==> src/rtl/cacheline_adaptor_pkg.sv <==
// cacheline_adaptor_pkg: shared types and default geometry for the line-to-burst adaptor.
//   Provides the FSM state enum, default widths, beats per line, the line offset width
//   and the beat index type.
package cacheline_adaptor_pkg;

    localparam int DEF_ADDR_W      = 32;
    localparam int DEF_LINE_W      = 256;
    localparam int DEF_BEAT_W      = 64;
    localparam int DEF_TIMEOUT_CYC = 64;

    localparam int BEATS       = DEF_LINE_W / DEF_BEAT_W;
    localparam int OFFSET_BITS = $clog2(DEF_LINE_W / 8);

    typedef logic [$clog2(BEATS)-1:0] beat_idx_t;

    typedef enum logic [1:0] {
        IDLE,
        RD_BURST,
        WR_BURST,
        DONE
    } state_t;

endpackage

==> src/rtl/cacheline_adaptor_line_beat_buf.sv <==
// line_beat_buf: one line of storage, loadable whole or written/read one beat at a time.
//   clk, rst      clock, asynchronous active-low reset (clears the line)
//   i_load        load i_load_line into the whole buffer (wins over a beat write)
//   i_wr_en       write i_wr_beat into beat slot i_wr_idx
//   i_rd_idx      beat slot presented on o_rd_beat
//   o_line        full buffer contents
module line_beat_buf #(
    parameter int LINE_W = 256,
    parameter int BEAT_W = 64,
    parameter int IDX_W  = 2
) (
    input  logic              clk,
    input  logic              rst,
    input  logic              i_load,
    input  logic [LINE_W-1:0] i_load_line,
    input  logic              i_wr_en,
    input  logic [IDX_W-1:0]  i_wr_idx,
    input  logic [BEAT_W-1:0] i_wr_beat,
    input  logic [IDX_W-1:0]  i_rd_idx,
    output logic [BEAT_W-1:0] o_rd_beat,
    output logic [LINE_W-1:0] o_line
);

    logic [LINE_W-1:0] r_line;

    always_ff @(posedge clk or negedge rst) begin
        if (!rst)
            r_line <= '0;
        else if (i_load)
            r_line <= i_load_line;
        else if (i_wr_en)
            r_line[i_wr_idx*BEAT_W +: BEAT_W] <= i_wr_beat;
    end

    assign o_rd_beat = r_line[i_rd_idx*BEAT_W +: BEAT_W];
    assign o_line    = r_line;

endmodule

==> src/rtl/cacheline_adaptor.sv <==
// cacheline_adaptor: turns single line read/write ops into 4-beat bursts on a narrow memory port.
//   clk, rst                 clock, asynchronous active-low reset
//   line_addr_i              line-side byte address (offset bits dropped)
//   line_read_i/write_i      line requests, held until line_resp_o; write wins if both
//   line_wdata_i             line to write, beat 0 = bits [BEAT_W-1:0]
//   line_rdata_o             last assembled read line, held until the next read completes
//   line_resp_o              one-cycle completion pulse
//   burst_addr_o             line-aligned burst address
//   burst_read_o/write_o     burst requests, high for the whole burst
//   burst_wdata_o            current write beat
//   burst_rdata_i            read beat, taken when burst_resp_i=1
//   burst_resp_i             beat accepted/delivered this cycle
//   err_o                    sticky stall watchdog error
// Optional: define CACHELINE_ADAPTOR_WATCHDOG_EN to build the stall watchdog; otherwise err_o is 0.
module cacheline_adaptor
    import cacheline_adaptor_pkg::*;
#(
    parameter int ADDR_W      = DEF_ADDR_W,
    parameter int LINE_W      = DEF_LINE_W,
    parameter int BEAT_W      = DEF_BEAT_W,
    parameter int TIMEOUT_CYC = DEF_TIMEOUT_CYC
) (
    input  logic              clk,
    input  logic              rst,
    input  logic [ADDR_W-1:0] line_addr_i,
    input  logic              line_read_i,
    input  logic              line_write_i,
    input  logic [LINE_W-1:0] line_wdata_i,
    output logic [LINE_W-1:0] line_rdata_o,
    output logic              line_resp_o,
    output logic [ADDR_W-1:0] burst_addr_o,
    output logic              burst_read_o,
    output logic              burst_write_o,
    output logic [BEAT_W-1:0] burst_wdata_o,
    input  logic [BEAT_W-1:0] burst_rdata_i,
    input  logic              burst_resp_i,
    output logic              err_o
);

    localparam int NB = LINE_W / BEAT_W;
    localparam int IW = $clog2(NB);
    localparam int OB = $clog2(LINE_W / 8);

    if (LINE_W != BEAT_W * NB || TIMEOUT_CYC < 1) begin : g_cfg_err
        $error("cacheline_adaptor: LINE_W must be a multiple of BEAT_W and TIMEOUT_CYC positive");
    end

    state_t            r_state, w_next;
    logic [IW-1:0]     r_beat_cnt;
    logic [ADDR_W-1:0] r_addr;
    logic [LINE_W-1:0] r_line_rdata;
    logic [LINE_W-1:0] w_buf_line;
    logic [LINE_W-1:0] w_merged;
    logic [BEAT_W-1:0] w_buf_beat;
    logic              w_req;
    logic              w_in_burst;
    logic              w_beat_ok;
    logic              w_last;

    assign w_req      = line_read_i | line_write_i;
    assign w_in_burst = (r_state == RD_BURST) || (r_state == WR_BURST);
    assign w_beat_ok  = w_in_burst & burst_resp_i;
    assign w_last     = w_beat_ok && (r_beat_cnt == IW'(NB - 1));

    always_ff @(posedge clk or negedge rst) begin
        if (!rst)
            r_state <= IDLE;
        else
            r_state <= w_next;
    end

    always_comb begin
        w_next = r_state;
        case (r_state)
            IDLE:               w_next = line_write_i ? WR_BURST : line_read_i ? RD_BURST : IDLE;
            RD_BURST, WR_BURST: w_next = w_last ? DONE : r_state;
            default:            w_next = IDLE;
        endcase
    end

    // The final beat is not yet in the buffer when it arrives, so the completed
    // line is published from the buffer with that beat merged in; this makes
    // line_rdata_o valid in the same cycle as line_resp_o.
    always_comb begin
        w_merged = w_buf_line;
        w_merged[r_beat_cnt*BEAT_W +: BEAT_W] = burst_rdata_i;
    end

    always_ff @(posedge clk or negedge rst) begin
        if (!rst) begin
            r_addr       <= '0;
            r_beat_cnt   <= '0;
            r_line_rdata <= '0;
        end else begin
            if (r_state == IDLE) begin
                r_beat_cnt <= '0;
                if (w_req)
                    r_addr <= {line_addr_i[ADDR_W-1:OB], {OB{1'b0}}};
            end else if (w_beat_ok) begin
                r_beat_cnt <= w_last ? '0 : r_beat_cnt + 1'b1;
            end
            if (r_state == RD_BURST && w_last)
                r_line_rdata <= w_merged;
        end
    end

    line_beat_buf #(
        .LINE_W (LINE_W),
        .BEAT_W (BEAT_W),
        .IDX_W  (IW)
    ) u_buf (
        .clk         (clk),
        .rst         (rst),
        .i_load      (r_state == IDLE && line_write_i),
        .i_load_line (line_wdata_i),
        .i_wr_en     (r_state == RD_BURST && burst_resp_i),
        .i_wr_idx    (r_beat_cnt),
        .i_wr_beat   (burst_rdata_i),
        .i_rd_idx    (r_beat_cnt),
        .o_rd_beat   (w_buf_beat),
        .o_line      (w_buf_line)
    );

    assign line_rdata_o  = r_line_rdata;
    assign line_resp_o   = r_state == DONE;
    assign burst_addr_o  = r_addr;
    assign burst_read_o  = r_state == RD_BURST;
    assign burst_write_o = r_state == WR_BURST;
    assign burst_wdata_o = burst_write_o ? w_buf_beat : '0;

`ifdef CACHELINE_ADAPTOR_WATCHDOG_EN
    localparam int CW = $clog2(TIMEOUT_CYC + 1);

    logic [CW-1:0] r_idle_cnt;
    logic          r_err;

    // Counts consecutive stalled burst cycles; saturates so it cannot wrap
    // back below the limit while a burst stays stuck.
    always_ff @(posedge clk or negedge rst) begin
        if (!rst) begin
            r_idle_cnt <= '0;
            r_err      <= 1'b0;
        end else begin
            if ((r_state == IDLE && w_req) || w_beat_ok)
                r_idle_cnt <= '0;
            else if (w_in_burst && r_idle_cnt != CW'(TIMEOUT_CYC))
                r_idle_cnt <= r_idle_cnt + 1'b1;
            if (w_in_burst && !burst_resp_i && r_idle_cnt == CW'(TIMEOUT_CYC - 1))
                r_err <= 1'b1;
        end
    end

    assign err_o = r_err;
`else
    assign err_o = 1'b0;
`endif

endmodule
==> config.mk <==
export PLATFORM = sky130hd
export DESIGN_NAME = cacheline_adaptor
export DESIGN_NICKNAME = d
export VERILOG_FILES = /design/src/rtl/cacheline_adaptor_pkg.sv /design/src/rtl/cacheline_adaptor_line_beat_buf.sv /design/src/rtl/cacheline_adaptor.sv
export SDC_FILE = /design/constraint.sdc
export NUM_CORES = 1
export LEC_CHECK = 0
export ABC_AREA = 1
export ABC_CLOCK_PERIOD_IN_PS = 2700
export CAP_MARGIN = 40
export CORE_MARGIN = 1
export CORE_UTILIZATION = 30
export CTS_CLUSTER_DIAMETER = 30
export CTS_CLUSTER_SIZE = 12
export DETAILED_ROUTE_END_ITERATION = 10
export PLACE_DENSITY_LB_ADDON = 0.12
export SLEW_MARGIN = 25
export SYNTH_ARGS = -nofsm -noshare
export SYNTH_HDL_FRONTEND = slang
export SYNTH_SLANG_ARGS = --single-unit
==> constraint.sdc <==
create_clock -name clk -period 2.7 [get_ports clk]
set_input_delay 0.27 -clock clk [delete_from_list [all_inputs] [get_ports clk]]
set_output_delay 0.27 -clock clk [all_outputs]
set_load 0.02 [all_outputs]
# [Word-level counts from Yosys, hierarchy flattened]
# Index checks and enable logic that the tools add are counted.
[word_totals] input_bits=357 elab_cells=38 latch_bits=0 ram_bits=0 n_memories=0 out_inout_bits=356 regBits=543 rom_bits=0
[classes] order_cmp=0 muxes=11 bitwise_logic=2 n_mul=0 reduce_logical=10 add_sub_neg=2 n_div=0 shift=3 eq_ne=5
[op_table] operator="$mux 256" n=2
[op_table] operator="$bwmux 256" n=1
[op_table] operator="$shift 64x34->256 const A" n=1
[op_table] operator="$shiftx 256x9->64" n=1
[op_table] operator="$shiftx 64x34->256" n=1
[op_table] operator="$mux 64" n=1
[op_table] operator="$neg 8->34" n=1
[op_table] operator="$mux 2" n=5
[op_table] operator="$eq 2x2->1 const B" n=3
[op_table] operator="$logic_and 1x1->1" n=4
[op_table] operator="$pmux 2 s2" n=1
[op_table] operator="$reduce_bool 2->1" n=2
[op_table] operator="$add 2x1->2 const B" n=1
[op_table] operator="$eq 2x1->1 const B" n=1
[op_table] operator="$logic_not 2->1" n=1
[op_table] operator="$ne 2x2->1 const B" n=1
[op_table] operator="$reduce_and 2->1" n=1
[op_table] operator="$reduce_or 2->1" n=1
[op_table] operator="$and 1x1->1" n=1
[op_table] operator="$logic_or 1x1->1" n=1
[op_table] operator="$mux 1" n=1
[op_table] operator="$or 1x1->1" n=1

# [Depth between registers and ports, before layout]
[logic_depth] depth_word=7 mapped_depth=12

# [Hierarchy]
# Synthesis repeated with hierarchy kept, for this count alone.
[hier_totals] cells_unflattened=4991 area_unflattened_um2=32442.4
[modules_own_cells] module="line_beat_buf" seq_area_each_um2=6406.1 area_per_inst_um2=17002.6 n_inst=1 cells_per_inst=2743
[modules_own_cells] module="cacheline_adaptor" seq_area_each_um2=7181.9 area_per_inst_um2=15439.8 n_inst=1 cells_per_inst=2248

# [Worst setup path before layout]
# OpenSTA, ideal clock, no wires.
[synth_timing] path_type="reg2reg" startpoint="register r_beat_cnt[0]" endpoint="register u_buf.r_line[221], in the netlist u_buf.o_line[221]" setup_time_ns=0.065 slack_ns=0.700 t_arrival_ns=1.935 required_time_ns=2.635 path_stages_with_launch=12 cell_sequence="dfrtp_1 -> inv_2 -> clkbuf_1 -> ha_1 -> inv_2 -> nand2_1 -> nor2_2 -> buf_2 -> nand2_1 -> nand2_1 -> nand2_1 -> nand2_1"
[synth_between] elab_chain_len=5 elab_cells_between_ends=6 cone_classes="1 x add/sub; 2 x shift; 3 x mux"
[synth_lines] item="start: declaration" line_no="cacheline_adaptor.sv:49" text="logic [IW-1:0] r_beat_cnt;"
[synth_lines] item="start signal: assignment" line_no="cacheline_adaptor.sv:100" text="r_beat_cnt <= w_last ? '0 : r_beat_cnt + 1'b1;"
[synth_lines] item="$neg 8->34 *" line_no="cacheline_adaptor_line_beat_buf.sv:32" text="r_line[i_wr_idx*BEAT_W +: BEAT_W] <= i_wr_beat;"
[synth_lines] item="$shiftx 64x34->256 or $shift 64x34->256 (tied branches)" line_no="cacheline_adaptor_line_beat_buf.sv:32"
[synth_lines] item="$bwmux 256 *" line_no="cacheline_adaptor_line_beat_buf.sv:32"
[synth_lines] item="$mux 256 *" line_no="cacheline_adaptor_line_beat_buf.sv:31" text="else if (i_wr_en)"
[synth_lines] item="$mux 256 *" line_no="cacheline_adaptor_line_beat_buf.sv:29" text="else if (i_load)"
[synth_lines] item="end signal: assignment" line_no="cacheline_adaptor_line_beat_buf.sv:30" text="r_line <= i_load_line;"
[synth_lines] item="end signal: indexed assignment" line_no="cacheline_adaptor_line_beat_buf.sv:32"
[synth_lines] item="end: declaration" line_no="cacheline_adaptor_line_beat_buf.sv:24" text="logic [LINE_W-1:0] r_line;"
# Mark *: on every way between the ends. The rest lies on a longest branch, timed or not. The select of a mux whose other input is x is not followed.
# A chain may end at the register's enable or synchronous reset.

# [Worst setup path in the final report]
[layout_timing] startpoint="register r_beat_cnt[0]" endpoint="output burst_wdata_o[24]"
[layout_between] elab_chain_len=2
[layout_lines] item="$shiftx 256x9->64" line_no="cacheline_adaptor_line_beat_buf.sv:35" text="assign o_rd_beat = r_line[i_rd_idx*BEAT_W +: BEAT_W];"
[layout_lines] item="$mux 64" line_no="cacheline_adaptor.sv:129" text="assign burst_wdata_o = burst_write_o ? w_buf_beat : '0;"
[layout_lines] item="end: declaration" line_no="cacheline_adaptor.sv:34" text="output logic [BEAT_W-1:0] burst_wdata_o,"
# Every way passes these cells.

==> summary.txt <==
Finish
  • Design area: 0.0446 mm²
  • Layout cells sized above 1: 9.36%
  • Most common library cell in the layout ignoring fill and taps: nand2_1
  • Area Growth Syn to Fin: 47.8%
  • Final Core Density: 45.1%
  • Final net count: 5654
  • Most frequent cells in the layout: nand2_1, clkdlybuf4s50_1, dfrtp_1

Critical path
  • CP top delay family: buffers and inverters
  • Worst path required time: 2430 ps
  • CP max stage delay: 540 ps
  • Maximum fanout along the worst path: 7
  • CP max-delay cell: dfrtp_4
  • Cell mode on critical path: buf_4
  • Depth of the most critical reg-to-reg path: 9
  • RR Startpoint: r_beat_cnt[0]
  • R2r setup slk: 130 ps
  • WS Path Type: reg -> out
  • Critical path buffer and inverter count: 4
  • Critical path capture point type: primary output
  • Startpoint Class: flip-flop
  • Critical R2R Capture: line_rdata_o[219]
  • Crit path cell chain: buf_12 > buf_16 > buf_4 > nand2_1 > o211ai_1 > a21oi_2 > buf_4
  • WP data arrival: 2400 ps

Yosys
  • Compound-Gate Fraction of Synth Area: 7.36%
  • Main synth FF type: dfrtp_1
  • Post-synthesis cell count: 4584
  • Seq cells post-synth: 543
  • Adder-Cell Fraction of Synth Area: 0.373%
  • XOR/XNOR Fraction of Synth Area: 0%
  • Dominant cells by area after synthesis: dfrtp_1, nand2_1, inv_1
  • Cell taking the most area after synthesis: dfrtp_1
  • Synth top area share: 45.0%
  • Syn Std Cell Area: 0.0302 mm²
  • Post-synth EDFFs: 0
  • Multiplexer share of the synthesized area: 0%
  • Distinct cells, synth: 22
  • Synth warnings: 0
  • Fraction of the yosys area taken by sequential cells: 45.0%
  • Async set-or-reset flop fraction in the synthesized netlist: 100%
  • Syn Area/Cell: 6.58 µm²
  • Largest family of logic cells by synthesized area: simple AND/OR/NAND/NOR gates
  • Post-Synth Simple-Gate Area: 35.9%

Floorplan
  • Die height: 319 µm
  • Die X: 319 µm
  • Die footprint: 0.102 mm²
  • Core area: 0.0990 mm²
  • Initial core utilization: 30.5%
  • # rows: 115
  • IO Pins: 713

Clock network
  • Worst skew pair latency: 740 ps
  • TritonCTS Buffers: 156
  • Clk slew on worst S/H paths: 40 ps
  • CTS tree: built
  • Clk sinks: 543
  • Maximum root-to-sink buffer count: 3
  • Clk root buf: clkbuf_16
  • Htree depth: 4

Timing
  • Worst Tran Pin Value: 852 ps
  • Slew Limit Headroom: 43.2%
  • Hold Slack: 79.5 ps
  • Clk_skew: 22.8 ps
  • Finish-stage setup viols: 0
  • Tcrit/Tclk final: 98.8%
  • Fin. max-slew vios: 0
  • Max Clock Freq: 0.375 GHz
  • Shortest period the worst path allows: 2670 ps
  • Final hold vios: 0
  • RSZ-0062 raised after global routing: yes
  • Post-route worst setup slack: 32.9 ps

Route
  • DR WL/cell: 21.3 µm
  • DRT Wirelength: 143000 µm
  • First-pass iteration count of the detailed router: 6
  • Residual DRC count: 0
  • Routed Antenna Nets: 0
  • Initial DRC count: 2494
  • Vias/cell: 4.77
  • Detailed-route via count: 32.0k

Placed design
  • Dpl ws: 222 ps
  • Routability cong.: 0.831
  • DP Wirelength: 92300 µm
  • IO Port Bufs: 701
  • Dpl cell area: 0.0390 mm²

Pwr
  • Cell area power density: 1210 mW/mm²
  • Total power: 54.1 mW
  • Worst vdd ir: 0.680 mV
  • Pleak: 23.2 nW

GRT
  • GRT Total Usage: 27.4%
  • GR Overflow Total: 0
  • Initial antenna violation count: 18
  • Largest net degree at the start of global routing: 161
  • First-pass GRT wire length: 209000 µm
  • Number of global-route vias before repair: 32.0k

Hold path
  • Hold path start: line_addr_i[6]
  • Hold Path Depth: 3
  • Worst Hold End: burst_addr_o[6]
  • HP Class: in -> reg

Run
  • Max-Cap Viols: 0

Outcome
  • Status: complete, no violations
[kinds of logic after synthesis]
logic type,after synthesis
other,1
DFF,543
and+or+nand+nor,2778
adders and majority gates,9
buffers and inverters,841
AOI/OAI and AO/OA,412
[worst max path at each step]
stage	from	end	slack (ps)	cells after the start
after floorplan	r_beat_cnt[0]	u_buf.o_line[221]	700	11
after global routing	r_beat_cnt[0]	burst_wdata_o[42]	-10	7
final	r_beat_cnt[0]	burst_wdata_o[24]	30	7
after global placement	r_beat_cnt[0]	line_rdata_o[219]	250	9
after detailed placement	r_beat_cnt[0]	line_rdata_o[219]	220	9
after CTS	r_beat_cnt[0]	burst_wdata_o[2]	-90	7
[what timing repair did]
item                                    CTS  global route
gates resized for setup                 252            44
hold endpoints to repair                409             0
pin swaps                                 4             5
endpoints found under the setup margin   63            32
hold buffers                              1             0
setup buffers                             3             1
gates cloned                              4             5
[flip-flops by register name, summed over array words and instances (netlist names)]
register,cells
r_beat_cnt,2
u_buf.o_line,256
burst_addr_o,27
line_rdata_o,256
r_state,2
[final cells by class]
type / count / area, µm²
flip-flops and latches: 543 / 13600
well taps: 1287 / 1610
clock buffers: 223 / 4630
diodes: 7 / 17.5
inverters: 551 / 2110
fillers: 10100 / 54400
repair inverters: 1 / 8.76
clock inverters: 55 / 749
multi-input cells: 3205 / 13400
repair buffers: 830 / 8520
[per-layer routing]
metal	vias to the layer above	part of all wire (%)	global-route usage (%)
li1	15300	-	-
met1	15200	43	35.1
met2	1197	47	44.8
met3	261	7.1	6.56
met4	20	2.9	10.0
met5	-	0.090	0
[where the power goes]
| group | total [mW] | leakage, nW | switching [mW] | internal, mW |
|---|---|---|---|---|
| Sequential | 12.2 | 7.15 | 1.44 | 10.7 |
| Combinational | 23.2 | 13.4 | 15.5 | 7.72 |
| Clock | 18.7 | 2.65 | 5.59 | 13.1 |
[through the flow]
stage | std cells | TNS, ps
2_1_floorplan | 4589 | 0
3_3_place_gp | 6403 | 0
3_5_place_dp | 6403 | 0
4_1_cts | 6689 | -271
5_1_grt | 6699 | -21.0
6_report | 6702 | 0
[worst min-delay path: stages]
cell and delay (ps):
clkdlybuf4s50_1 390, nand2_1 60, nand2_1 40
[cells in the mapped netlist (2+ instances only)]
library cell	count
inv_1	542
buf_4	20
ha_1	9
nor2_4	4
dfrtp_1	543
clkbuf_1	98
a21oi_1	65
o21ai_0	224
nand2_1	2391
buf_2	151
nor2_2	2
nor2_1	92
inv_2	7
buf_1	21
o211ai_1	64
nand3_1	287
o21ai_1	59
Note: power is estimated with default switching activity, not from simulation.
